==> config.mk <==
export PLATFORM = sky130hd
export DESIGN_NAME = wr_pack32
export DESIGN_NICKNAME = d
export VERILOG_FILES = /design/src/rtl/wr_pack32_pkg.sv /design/src/rtl/wr_pack32_byte_merge16.sv /design/src/rtl/wr_pack32.sv
export SDC_FILE = /design/constraint.sdc
export NUM_CORES = 1
export LEC_CHECK = 0
export ABC_AREA = 1
export CAP_MARGIN = 0
export CORE_MARGIN = 10
export CORE_UTILIZATION = 39
export CTS_CLUSTER_SIZE = 20
export DETAILED_ROUTE_END_ITERATION = 8
export GPL_TIMING_DRIVEN = 0
export HOLD_SLACK_MARGIN = 0.12
export PLACE_DENSITY = 0.84
export REMOVE_ABC_BUFFERS = 1
export SYNTH_ARGS = -nofsm -noshare
export SYNTH_HDL_FRONTEND = slang
export SYNTH_SLANG_ARGS = --single-unit
==> constraint.sdc <==
create_clock -name sys_clk -period 1.51 [get_ports sys_clk]
set_clock_uncertainty 0.15 [all_clocks]
set_input_delay 0.151 -clock sys_clk [delete_from_list [all_inputs] [get_ports sys_clk]]
set_output_delay 0.151 -clock sys_clk [all_outputs]
set_load 0.02 [all_outputs]
==> src/rtl/wr_pack32_pkg.sv <==
// wr_pack32_pkg: shared states, half-select and byte-lane constants for the write packer
package wr_pack32_pkg;
  typedef enum logic {IDLE, HELD} state_t;
  localparam logic HALF_LO = 1'b0;
  localparam logic HALF_HI = 1'b1;
  localparam int BYTE_LO = 0;
  localparam int BYTE_HI = 1;
endpackage

==> src/rtl/wr_pack32_byte_merge16.sv <==
// wr_pack32_byte_merge16: per-byte select between new write data and the register's current half
module wr_pack32_byte_merge16
  import wr_pack32_pkg::*;
(
  input  logic [15:0] din16,
  input  logic [1:0]  be16,
  input  logic [15:0] cur_half,
  output logic [15:0] merged
);
  assign merged = {be16[BYTE_HI] ? din16[15:8] : cur_half[15:8],
                   be16[BYTE_LO] ? din16[7:0]  : cur_half[7:0]};
endmodule

==> src/rtl/wr_pack32.sv <==
// wr_pack32: packs half-word or word writes into one atomic 32-bit load for the downstream register
module wr_pack32
  import wr_pack32_pkg::*;
#(
  parameter int TIMEOUT = 16,
  parameter int CNT_W   = 8
) (
  input  logic        sys_clk,
  input  logic        rst,
  input  logic        wr16,
  input  logic        a1,
  input  logic [15:0] din16,
  input  logic [1:0]  be16,
  input  logic        wr32,
  input  logic [31:0] din32,
  input  logic [31:0] cur,
  output logic [31:0] d,
  output logic        ld,
  output logic        pend,
  output logic        tmo
);
  state_t state, state_n;
  logic [15:0] hold, hold_n, lo, hi;
  logic [CNT_W-1:0] cnt, cnt_n;
  logic [31:0] d_n;
  logic ld_n, tmo_n;
  wr_pack32_byte_merge16 u_lo (.din16(din16), .be16(be16), .cur_half(cur[15:0]),  .merged(lo));
  wr_pack32_byte_merge16 u_hi (.din16(din16), .be16(be16), .cur_half(cur[31:16]), .merged(hi));
  assign pend = (state == HELD);
  // wr32 outranks wr16; any write outranks the timeout
  always_comb begin
    state_n = state;
    hold_n  = hold;
    cnt_n   = cnt;
    d_n     = d;
    ld_n    = 1'b0;
    tmo_n   = 1'b0;
    if (wr32) begin
      d_n     = din32;
      ld_n    = 1'b1;
      state_n = IDLE;
    end else if (wr16 && a1 == HALF_LO) begin
      d_n     = {state == HELD ? hold : cur[31:16], lo};
      ld_n    = 1'b1;
      state_n = IDLE;
    end else if (wr16) begin
      hold_n  = hi;
      cnt_n   = '0;
      state_n = HELD;
    end else if (state == HELD) begin
      if (cnt == CNT_W'(TIMEOUT - 1)) begin
        tmo_n   = 1'b1;
        state_n = IDLE;
      end else begin
        cnt_n = cnt + 1'b1;
      end
    end
  end
  always_ff @(posedge sys_clk) begin
    if (rst) begin
      state <= IDLE;
      hold  <= '0;
      cnt   <= '0;
      d     <= '0;
      ld    <= 1'b0;
      tmo   <= 1'b0;
    end else begin
      state <= state_n;
      hold  <= hold_n;
      cnt   <= cnt_n;
      d     <= d_n;
      ld    <= ld_n;
      tmo   <= tmo_n;
    end
  end
endmodule

Word level (Yosys, flattened, before mapping):

Cells that the tools add are included.
W data, S select, Z words.

* add/sub/neg operators: 1
* equal/unequal tests: 2
* mux-type cells: 16
* bitwise gates (word level): 4
* reduce and logical (&&, ||, !) cells: 7

Operators by type and width (count)
* $mux W32: 2
* $mux W8: 7
* $mux W16: 1
* $add A8 B1 Y8 const B: 1
* $eq A8 B4 Y1 const B: 1
* $mux W1: 6
* $reduce_or A5 Y1: 1
* $not A1 Y1: 4
* $reduce_and A4 Y1: 1
* $reduce_bool A2 Y1: 2
* $reduce_and A3 Y1: 1
* $reduce_or A3 Y1: 1
* $ne A2 B2 Y1 const B: 1
* $logic_and A1 B1 Y1: 1

* register bits: 59
* output and inout port bits: 35
* logic and storage cells: 36

Longest topological paths before layout:

* depth after elaboration: 4
* gate-level depth with buffers: 10
* mapped depth without buffers: 10

Hierarchy:

Synthesis repeated with hierarchy kept, for this count alone.

* cell total of the unflattened synthesis: 461
* area total of the unflattened synthesis: 3049.2 µm²

By module, submodules not included
* wr_pack32: times used 1, cells each 357, area each 2628.8 µm², seq. area each 1181.1 µm²
* wr_pack32_byte_merge16: times used 2, cells each 52, area each 210.2 µm², seq. area each 0.0 µm²

Worst setup path before layout:

OpenSTA, ideal clock, no wires.

* path kind: flip-flop to flip-flop
* start: register cnt[1]
* end: register cnt[7]
* data arrival time: 1123 ps
* setup slack: 109 ps
* stages on the path, launching flop included: 9
* buffers on the path: 0
* clock period less this slack: 1401 ps
* path through: dfxtp_1 > ha_1 > nand3_1 > nor2_1 > nor2_2 > nor2_4 > nor2_1 > nor2_1 > nor2_1

* cells in the longest elaborated chain, start to end: 4
* elaborated cells on any way between the ends: 7

RTL lines
* start, declared: RTL line wr_pack32.sv:24 `logic [CNT_W-1:0] cnt, cnt_n;`
* start signal, assigned: RTL line wr_pack32.sv:70 `cnt <= cnt_n;`
* $add A8 B1 Y8: RTL line wr_pack32.sv:55 `cnt_n = cnt + 1'b1;`
* $mux W8: RTL line wr_pack32.sv:51 `if (cnt == CNT_W'(TIMEOUT - 1)) begin`
* $mux W8: RTL line wr_pack32.sv:50 `end else if (state == HELD) begin`
* $mux W8: RTL line wr_pack32.sv:46 `end else if (wr16) begin`

Several ways; a longest one is shown, not always the timed one. The select of a mux whose other input is x is not followed.
A chain may end at the register's enable or synchronous reset.

Worst setup path in the final report:

* start: register state (netlist: pend)
* end: register cnt[7]

* cells in the longest elaborated chain, start to end: 2

RTL lines
* start, declared: RTL line wr_pack32.sv:22 `state_t state, state_n;`
* start signal, assigned: RTL line wr_pack32.sv:68 `state <= state_n;`
* $reduce_bool A2 Y1 (no line)
* $reduce_and A4 Y1 (no line)

No other way between the ends.

==> results.py <==
metrics = {
    "run": {
        "maxCapViolations": 0,
    },
    "worst_setup_path": {
        "cp_max_fo": 17,
        "cp_slowest_cell": "dfxtp_4",
        "worstSetupPathType": "reg2reg",
        "crit_top_cell": "nor2_1",
        "worstSetupEndpointType": "flip-flop",
        "path_cells": "nand3_1 -> inv_1 -> nand2_2 -> nand2_4 -> nor2_1 -> nor2_1 -> nor2_1",
        "startpoint_type": "flip-flop",
        "critPathRequiredTime_ps": 1560,
        "cp.arrival_ps": 1530,
        "cpPeakStageDelay_ps": 490,
    },
    "drt": {
        "avgViaCountPerCell": 5.393,
        "drtAntennaViolNets": 0,
        "drcViolationCount": 0,
        "dr.pass1.iters": 5,
        "drt_iter0_markers": 162,
        "routedWlPerCell_um": 17.49,
        "num_vias": 3592,
        "wl_um": 11650,
    },
    "die": {
        "start_util_pct": 40.44,
        "die_w_um": 107.0,
        "rows": 31,
        "boundaryPins": 122,
        "core_um2": 7292,
        "dieArea_um2": 11440,
        "die_h_um": 107.0,
    },
    "yosys": {
        "synthTopCellsByArea": "dfxtp_1 40%, a21oi_1 14%, o21ai_0 12%",
        "yosys_warnings": 0,
        "syn_area_per_cell_um2": 6.687,
        "synth_common_cells": "92 x nand2_1, 83 x a21oi_1, 70 x o21ai_0",
        "syn_inst": 441,
        "synth-edff-count": 0,
        "synth_area_um2": 2949,
        "ys_ff_latch": 59,
        "synth-seq-area-share_pct": 40.05,
        "synth_top_area_cell": "dfxtp_1",
        "synth-main-ff-cell": "dfxtp_1",
        "yosysTopAreaCellShare_pct": 40.05,
        "yosysMostFrequentCell": "nand2_1",
        "async_flop_share_pct": 0,
        "synth.distinct_cells": 22,
    },
    "global_route": {
        "antenna_found_initial": 0,
        "grt_overflow": 0,
        "grtUsageTotal_pct": 18.64,
        "grt_pass1_wl_um": 17350,
        "grt_pass1_vias": 3471,
        "grt_max_degree": 38,
    },
    "cells_and_area": {
        "synthToLayoutAreaGrowth_pct": 56.39,
        "drive_gt1_share_pct": 10.58,
        "fillers": 666,
        "fin_area_um2": 4612,
        "final_nets": 651,
        "antenna_cells": 0,
    },
    "timing": {
        "setup_viol_count_final": 0,
        "fin_crit_sh_pct": 97.55,
        "layout_setup_ws_ps": 37.00,
        "maxSlewHeadroom_pct": 49.51,
        "slew_violations": 0,
        "worst_slew_pin_slew_ps": 756.1,
        "min_period_ps": 1473,
        "finalHoldViolations": 0,
        "max_freq_ghz": 0.6789,
    },
    "cts": {
        "clkLatencyLatePin_ps": 340,
        "cts.reportedPaths.clkPinSlew_ps": 60,
        "h-tree-depth": 3,
        "cts_tree": "built",
        "cts_sinks": 59,
        "clock_path_buffers": 2,
        "cts_root_buf": "clkbuf_8",
        "numCtsBuffers": 9,
    },
    "power": {
        "vdd.ir_drop.worst_mv": 0.4455,
        "power.leakage_nw": 1.975,
        "powerDensity_nw_per_um2": 853.0,
        "p_seq_share_pct": 43.2,
        "p_comb_share_pct": 23.2,
        "p_sw_share_pct": 29.29,
        "power.clock.fraction_pct": 33.5,
        "power.internal_w": 0.002782,
        "power.switching_w": 0.001152,
    },
    "placement": {
        "place_congestion": 0.8138,
        "place_area_um2": 4161,
        "pre_cts_slack_ps": -2991,
        "hpwlAfterDp_um": 7075,
        "port-buffer-count": 121,
    },
    "min_path": {
        "hp-class": "in2reg",
    },
    "status": {
        "status": "completed",
    },
}
[flip-flops by register name, indices dropped and copies added, names as in the netlist]
register  cells
tmo           1
ld            1
cnt           8
d            32
pend          1
hold         16
[power groups by stage]
stage,logic [W],registers (W),clock network [W]
detailed placement,0.000877,0.00174,0
floorplan,0.000274,0.00182,0
CTS,0.000875,0.00170,0.00133
global placement,0.000859,0.00173,0
global route,0.000995,0.00171,0.00142
finish,0.000914,0.00170,0.00132
[critical path, delay by kind of cell (launching register included)]
family                 cells  cell delay [ps]
buffers and inverters      1              130
AND/OR/NAND/NOR            6              570
flip-flops                 1              490
[repair_timing]
item | 4_1_cts | 5_1_grt
gates cloned | 4 | 3
setup buffers | 1 | 10
hold endpoints to repair | 13 | 1
resized for setup | 82 | 20
endpoints found under the setup margin | 94 | 49
pin swaps | 3 | 5
[stage by stage]
step / hold slack [ps] / cells / setup TNS [ps] / util, % / power (W)
6_report: 118.9 / 666 / 0 / 63.25 / 0.003934
5_1_grt: 124.8 / 666 / -140.1 / 63.25 / 0.004125
4_1_cts: 108.2 / 652 / 0 / 61.05 / 0.003909
3_5_place_dp: 298.4 / 632 / -149230 / 57.07 / 0.002614
3_3_place_gp: 289.9 / 632 / -147820 / 57.07 / 0.002592
2_1_floorplan: 70.07 / 412 / -7415 / - / 0.002099
[path summary, 6_finish.rpt]
kind | startpoint | to | slack, ps | depth (start not counted)
hold / removal | wr32 | d[8]$_SDFFE_PP0P_ | 120 | 3
setup / recovery | pend$_SDFF_PP0_ | cnt[7]$_SDFFE_PP0P_ | 40 | 7
hold reg to reg | hold[12]$_SDFFE_PP0P_ | hold[12]$_SDFFE_PP0P_ | 300 | 2
setup reg to reg | pend$_SDFF_PP0_ | cnt[7]$_SDFFE_PP0P_ | 40 | 7
[layer usage]
metal  global-route usage [%]  vias up  share of wire, %
met5                        0        -                 0
met2                    32.09      174                49
li1                         -     1712                 -
met4                    6.867        0               1.6
met3                    4.611       18               7.9
met1                    21.85     1688                41
[final cells by class]
cell class / instances / area (um2) / share of cell area (%)
clock buffers: 13 / 168.9 / 3.663
inverters: 49 / 237.7 / 5.155
repair inverters: 5 / 41.29 / 0.8953
flip-flops and latches: 59 / 1195 / 25.91
multi-input cells: 306 / 1568 / 33.99
clock inverters: 2 / 10.01 / 0.2170
repair buffers: 133 / 1267 / 27.48
well taps: 99 / 123.9 / 2.686
[placed cells by master (no fill, tap or decap), types with 10 or more instances in the layout]
| cell type | instances |
|---|---|
| a21oi_1 | 82 |
| buf_4 | 10 |
| clkbuf_8 | 12 |
| clkdlybuf4s50_1 | 81 |
| dfxtp_1 | 54 |
| dlygate4sd2_1 | 34 |
| inv_1 | 43 |
| nand2_1 | 88 |
| nand3_1 | 11 |
| nor2_1 | 18 |
| o211ai_1 | 15 |
| o21ai_0 | 67 |
[cells by family after synthesis]
| logic type | Yosys count | synth area share [%] |
|---|---|---|
| fa+ha+maj | 1 | 0.4242 |
| compound gates | 169 | 30.08 |
| buf+inv | 78 | 10.48 |
| xor+xnor | 3 | 0.8911 |
| flops | 59 | 40.05 |
| simple gates | 131 | 18.07 |
Power figures use the tool's default switching activity.
